**src/rtl/beam_trigger_scaler.sv**
```systemverilog
// beam_trigger_scaler
//
// Purpose:
//   Per-beam rising-edge scalers for the beamformer trigger bits. The scalers are
//   gated by a programmable period. At the end of each gate the live counts move to
//   a latched bank that a simple strobe/address port reads. A combined masked
//   trigger output is also produced.
//
// Build option:
//   BEAM_SCALER_HOLDOFF_EN - when defined, trig_o goes through an IDLE/HOLD FSM.
//     After each accepted trigger it suppresses further triggers for HOLDOFF
//     clocks. When undefined, trig_o is the registered combined event of every
//     clock.
//
// Ports:
//   clk_i       - beamformer clock
//   rst_i       - synchronous active-high reset
//   trigger_i   - per-beam trigger bits (NBEAMS)
//   mask_i      - 1 excludes the beam from trig_o; its scaler still counts
//   period_i    - gate length in clocks minus 1, sampled at each gate load
//   rd_i        - single-cycle read strobe
//   rd_addr_i   - beam index to read; indices >= NBEAMS read as 0
//   rd_valid_o  - read data valid, one clock after rd_i
//   rd_data_o   - latched scaler value
//   gate_done_o - one-cycle pulse when the latched bank updates
//   trig_o      - combined masked trigger

module beam_trigger_scaler #(
  parameter int unsigned NBEAMS   = 2,
  parameter int unsigned NCNTBITS = 16,
  parameter int unsigned HOLDOFF  = 8
) (
  input  logic                clk_i,
  input  logic                rst_i,
  input  logic [NBEAMS-1:0]   trigger_i,
  input  logic [NBEAMS-1:0]   mask_i,
  input  logic [23:0]         period_i,
  input  logic                rd_i,
  input  logic [5:0]          rd_addr_i,
  output logic                rd_valid_o,
  output logic [NCNTBITS-1:0] rd_data_o,
  output logic                gate_done_o,
  output logic                trig_o
);

  if (NBEAMS < 1 || NBEAMS > 48) begin : g_bad_nbeams
    $error("NBEAMS must be in 1..48");
  end
  if (NCNTBITS < 1) begin : g_bad_ncntbits
    $error("NCNTBITS must be at least 1");
  end
  if (HOLDOFF < 1 || HOLDOFF > 255) begin : g_bad_holdoff
    $error("HOLDOFF must be in 1..255");
  end

  localparam logic [NCNTBITS-1:0] CntMax = '1;
  localparam logic [NCNTBITS-1:0] CntOne = NCNTBITS'(1);

  logic [NBEAMS-1:0]   r_trig_hist;
  logic [NBEAMS-1:0]   w_event;
  logic                w_comb_event;

  logic [NCNTBITS-1:0] r_live    [NBEAMS];
  logic [NCNTBITS-1:0] r_latched [NBEAMS];
  logic [NCNTBITS-1:0] w_live_inc[NBEAMS];

  logic [23:0]         r_gate;
  logic                r_gate_load;
  logic                w_gate_term;
  logic                r_gate_done;

  logic                r_rd_valid;
  logic [NCNTBITS-1:0] r_rd_data;
  logic [NCNTBITS-1:0] w_rd_mux;

  logic                r_trig;

  // History resets to 0, so a bit already high on the first clock after reset counts.
  assign w_event      = trigger_i & ~r_trig_hist;
  assign w_comb_event = |(w_event & ~mask_i);

  // The load clock after reset is never a terminal count, even if period_i is 0.
  assign w_gate_term  = ~r_gate_load && (r_gate == '0);

  always_ff @(posedge clk_i) begin
    if (rst_i) begin
      r_trig_hist <= '0;
    end else begin
      r_trig_hist <= trigger_i;
    end
  end

  // Saturating increment. This value is also what gets latched, so an event on the
  // terminal clock lands in the closing gate.
  always_comb begin
    for (int b = 0; b < NBEAMS; b++) begin
      w_live_inc[b] = r_live[b];
      if (w_event[b] && (r_live[b] != CntMax)) begin
        w_live_inc[b] = r_live[b] + CntOne;
      end
    end
  end

  always_ff @(posedge clk_i) begin
    if (rst_i) begin
      r_gate      <= '0;
      r_gate_load <= 1'b1;
      r_gate_done <= 1'b0;
      for (int b = 0; b < NBEAMS; b++) begin
        r_live[b]    <= '0;
        r_latched[b] <= '0;
      end
    end else begin
      r_gate_done <= w_gate_term;
      if (r_gate_load) begin
        r_gate      <= period_i;
        r_gate_load <= 1'b0;
      end else if (w_gate_term) begin
        r_gate <= period_i;
      end else begin
        r_gate <= r_gate - 24'd1;
      end
      for (int b = 0; b < NBEAMS; b++) begin
        if (w_gate_term) begin
          r_latched[b] <= w_live_inc[b];
          r_live[b]    <= '0;
        end else begin
          r_live[b] <= w_live_inc[b];
        end
      end
    end
  end

  // Out-of-range addresses match no beam and read as 0.
  always_comb begin
    w_rd_mux = '0;
    for (int b = 0; b < NBEAMS; b++) begin
      if (rd_addr_i == 6'(b)) begin
        w_rd_mux = r_latched[b];
      end
    end
  end

  // Reads the bank before this clock's update, so a read that coincides with a
  // gate end returns the previous gate's value.
  always_ff @(posedge clk_i) begin
    if (rst_i) begin
      r_rd_valid <= 1'b0;
      r_rd_data  <= '0;
    end else if (rd_i) begin
      r_rd_valid <= 1'b1;
      r_rd_data  <= w_rd_mux;
    end else begin
      r_rd_valid <= 1'b0;
      r_rd_data  <= '0;
    end
  end

`ifdef BEAM_SCALER_HOLDOFF_EN
  typedef enum logic [0:0] {StIdle, StHold} state_e;

  localparam logic [7:0] HoldLast = 8'(HOLDOFF - 1);

  state_e     r_state, w_state_nxt;
  logic [7:0] r_hold_cnt, w_hold_cnt_nxt;
  logic       w_trig_nxt;

  always_ff @(posedge clk_i) begin
    if (rst_i) begin
      r_state    <= StIdle;
      r_hold_cnt <= '0;
      r_trig     <= 1'b0;
    end else begin
      r_state    <= w_state_nxt;
      r_hold_cnt <= w_hold_cnt_nxt;
      r_trig     <= w_trig_nxt;
    end
  end

  // HOLD spans exactly HOLDOFF clocks. The count runs HOLDOFF-1 down to 0 and then
  // exits, so the first IDLE clock can accept a new event.
  always_comb begin
    w_state_nxt    = r_state;
    w_hold_cnt_nxt = r_hold_cnt;
    w_trig_nxt     = 1'b0;
    unique case (r_state)
      StIdle: begin
        if (w_comb_event) begin
          w_state_nxt    = StHold;
          w_hold_cnt_nxt = HoldLast;
          w_trig_nxt     = 1'b1;
        end
      end
      StHold: begin
        if (r_hold_cnt == '0) begin
          w_state_nxt = StIdle;
        end else begin
          w_hold_cnt_nxt = r_hold_cnt - 8'd1;
        end
      end
    endcase
  end
`else
  always_ff @(posedge clk_i) begin
    if (rst_i) begin
      r_trig <= 1'b0;
    end else begin
      r_trig <= w_comb_event;
    end
  end
`endif

  assign rd_valid_o  = r_rd_valid;
  assign rd_data_o   = r_rd_data;
  assign gate_done_o = r_gate_done;
  assign trig_o      = r_trig;

endmodule

```
**config.mk**
```make
export PLATFORM = sky130hd
export DESIGN_NAME = beam_trigger_scaler
export DESIGN_NICKNAME = d
export VERILOG_FILES = /design/src/rtl/beam_trigger_scaler.sv
export SDC_FILE = /design/constraint.sdc
export NUM_CORES = 1
export LEC_CHECK = 0
export ABC_AREA = 1
export CELL_PAD_IN_SITES_DETAIL_PLACEMENT = 1
export CELL_PAD_IN_SITES_GLOBAL_PLACEMENT = 2
export CORE_ASPECT_RATIO = 1.75
export CORE_MARGIN = 1
export CORE_UTILIZATION = 33
export DETAILED_ROUTE_END_ITERATION = 12
export GPL_TIMING_DRIVEN = 0
export HOLD_SLACK_MARGIN = 0.03
export PLACE_DENSITY = 0.88
export SLEW_MARGIN = 0
export SYNTH_ARGS = -nofsm -noshare
export SYNTH_HDL_FRONTEND = slang
export SYNTH_SLANG_ARGS = --single-unit
export TNS_END_PERCENT = 5
```
**constraint.sdc**
```tcl
create_clock -name clk_i -period 2.5 [get_ports clk_i]
set_input_delay 0.25 -clock clk_i [delete_from_list [all_inputs] [get_ports clk_i]]
set_output_delay 0.25 -clock clk_i [all_outputs]
set_load 0.05 [all_outputs]
```
==> impl_results.md <==
* Fmax at approximately 430 MHz
* Clock power share at a little over a third
* Post-synth top area cell: edfxtp_1
* Mapped Area at slightly below 6000 um2
* FF-to-FF End: r_live[0][0]
* Nets@finish at 904
* Skew-Pair Late Insertion Delay at 0.35 ns
* Post-synth EDFFs at 64
* CP Class: reg -> reg
* Clock skew at a little over 0.01 ns
* # IOs at 56
* Initial antenna violation count at 0
* Die height at 177 um
* Clock Path Buffers at 2
* GPL Wtd Cong at 0.815
* Starting density of the core at 33.9%
* Fin Setup TNS at 0 ns
* Die width at 102 um
* Fillers at about 2200
* Synth Register Bits at 110
* Tightest Hold Check Type: in -> reg
* Core area at 17000 um2
* Reg power frac at 50.9%
* # rows at 63
* Utilization after layout at between 40% and 50%
* Pre-CTS setup slack at -0.120 ns
* Via density at about 4.7
* Syn avg cell area at 7.53 um2
* Hold Buf Count CTS at 0
* Vias in the first global route at approximately 5500
* Worst rel slew slack at 50.6%
* Count leader, synth: nand2_1
* Post-cts sizing count at 0
* Leakage at approximately 2.9 nW
* Port Buffer Count at 55
* WHS at 0.470 ns
* Top post-synthesis cells by area: edfxtp_1, dfxtp_1, nand2_1
* Setup violators final at 0
* Synth cell types at 29
* Synth Flop Type: edfxtp_1
* Max Cap Violations at 0
* Global Route Usage Sum at 20.6%
* Crit-path cells: inv_1 -> ha_1 -> nand3_1 -> nor2_1 -> nand3_1 -> nand2_1 -> buf_4 -> nor2_1
* First-pass GRT wire length at 27.6 mm
* PwrDens at approximately 590 nW/um2
* Worst setup path startpoint: r_gate[0]
* R2R cell count at 8
* TritonCTS Buffers at 9
* Worst Max-Slew Pin Slew at 0.738 ns
* CP max stage cell: buf_4
* Worst Path Required at 2.58 ns
* Ys async rst share at 0%
* Clk sinks at 110
* Dpl cell area at about 6700 um2
* Seq/Total Area, Yosys at 49.3%
* Top-area cell type share of the netlist area at 33.3%
* Min Tclk post-route at 2.30 ns
* Routed len/inst at between 15 and 20 um
* Critical Path Start Type: flop
* Critical path's largest stage delay at 0.51 ns
* Total number of vias at ~5200
* Switching Share at 26.9%
* NetSw at 0.00111 W
* DRC at 0
* Count of pins over their slew limit at 0
* Post-DP HPWL at approximately 13 mm
* Final Cycle Share at 92.1%
* Layout cells sized above 1 at between 4 and 5%
* R2r startpoint: r_gate[0]
* VDD IR max at approximately 0.35 mV
* Mapped Cells at between 700 and 800
* Pin count of the biggest net entering global routing at 42
* Crit path capture type: flop
* Final setup margin at 0.196 ns
* Power Internal at 0.00302 W
* CTS tree: built
* Hold Fails Final Rpt at 0
* Crit path DAT at between 2 and 2.5 ns
* Most frequent cells after synthesis: nand2_1, nor2_1, inv_1
* RSZ-0062 raised after global routing: false
* Initial DRC Count at roughly 140
* Worst-path fanout max at 41
* ANT cells at 0
* Root buffer cell: clkbuf_16
* Synth-to-Final Area Change at 21.6%
* Pre-antenna DRT Iters at 4
* DIE AREA at about 18000 um2
* Setup repair bufs after CTS at 0
* Clk pin slew, worst setup/hold paths at about 0.070 ns
* Outcome: complete, no violations
* Critical Path End: r_live[0][0]
* Synth warn at 0
* GRT overflow at 0
* Final wirelength at around 17 mm
* H-tree levels at 3
* Comb power frac at between 10% and 20%
* Flop-to-flop setup slack at 0.20 ns
* Antenna-violating nets left at 0
* Fin area at 7010 um2
per-stage QoR:
step | cells | power [W]
global route | 1095 | 0.00432
floorplan | 797 | 0.00248
detailed placement | 1079 | 0.00270
global placement | 1079 | 0.00269
CTS | 1095 | 0.00418
finish | 1095 | 0.00413
kinds of logic after synthesis:
| family | count (synthesis) | synth area share [%] |
|---|---|---|
| flip-flops | 110 | 49.3 |
| AO/OA/AOI/OAI | 83 | 7.51 |
| XOR/XNOR | 20 | 3.04 |
| buffers and inverters | 96 | 7.20 |
| other | 1 | 0.0650 |
| adder cells (fa/ha/maj) | 4 | 0.868 |
| AND/OR/NAND/NOR | 452 | 32.0 |
worst max-delay path, delay by kind of cell (launching register included):
family	cells	cell delay, ns
and+or+nand+nor	5	0.83
buffers and inverters	2	0.67
DFF	1	0.30
adders and majority gates	1	0.21
sequential cells by signal, summed over array words and instances, names as in the netlist:
register / count
r_gate: 24
rd_valid_o: 1
rd_data_o: 16
r_live: 32
r_latched: 32
gate_done_o: 1
r_trig_hist: 2
r_gate_load: 1
trig_o: 1
layout make-up:
type | count | area [um2] | area share (%)
buffer | 19 | 126 | 1.80
clock inverter | 4 | 47.5 | 0.678
inverter | 77 | 289 | 4.12
sequential | 110 | 2840 | 40.5
tap | 227 | 284 | 4.05
clock buffer | 12 | 246 | 3.51
timing repair buffer | 55 | 551 | 7.85
multi-input combinational | 591 | 2630 | 37.4
per-layer routing:
layer / vias up / global-route usage, % / part of all wire [%]
li1: 2615 / - / -
met1: 2468 / 20.0 / 36
met2: 73 / 41.7 / 58
met3: 27 / 2.41 / 1.7
met4: 0 / 8.93 / 3.5
met5: - / 0 / 0
power by group through the flow:
stage	combinational, W	clock, W	sequential (W)
4_1_cts	0.000563	0.00152	0.00210
3_5_place_dp	0.000559	0	0.00214
2_1_floorplan	0.000364	0	0.00212
5_1_grt	0.000631	0.00158	0.00211
6_report	0.000552	0.00148	0.00210
3_3_place_gp	0.000546	0	0.00214
worst min-delay path by stage:
stage / end / depth (start not counted) / start
finish: r_trig_hist[1] / 3 / trigger_i[1]
global route: r_trig_hist[1] / 3 / trigger_i[1]
CTS: r_trig_hist[1] / 3 / trigger_i[1]
detailed placement: rd_data_o[14] / 2 / r_latched[0][30]
global placement: rd_data_o[15] / 2 / r_latched[0][31]
floorplan: r_gate_load / 0 / rst_i
cells in the final DEF, fill, tap and decap left out, types with 7 or more instances in the layout:
cell and instances:
dfxtp_1 46, nor2_1 141, xor2_1 13, conb_1 32, inv_1 75, nand4_1 20, clkdlybuf4s50_1 55, o21ai_0 8
xnor2_1 7, nand2_1 242, clkbuf_16 9, a21oi_1 68, nand3_1 31, edfxtp_1 64, buf_4 7
No activity file was read; power rests on OpenSTA's default activity.
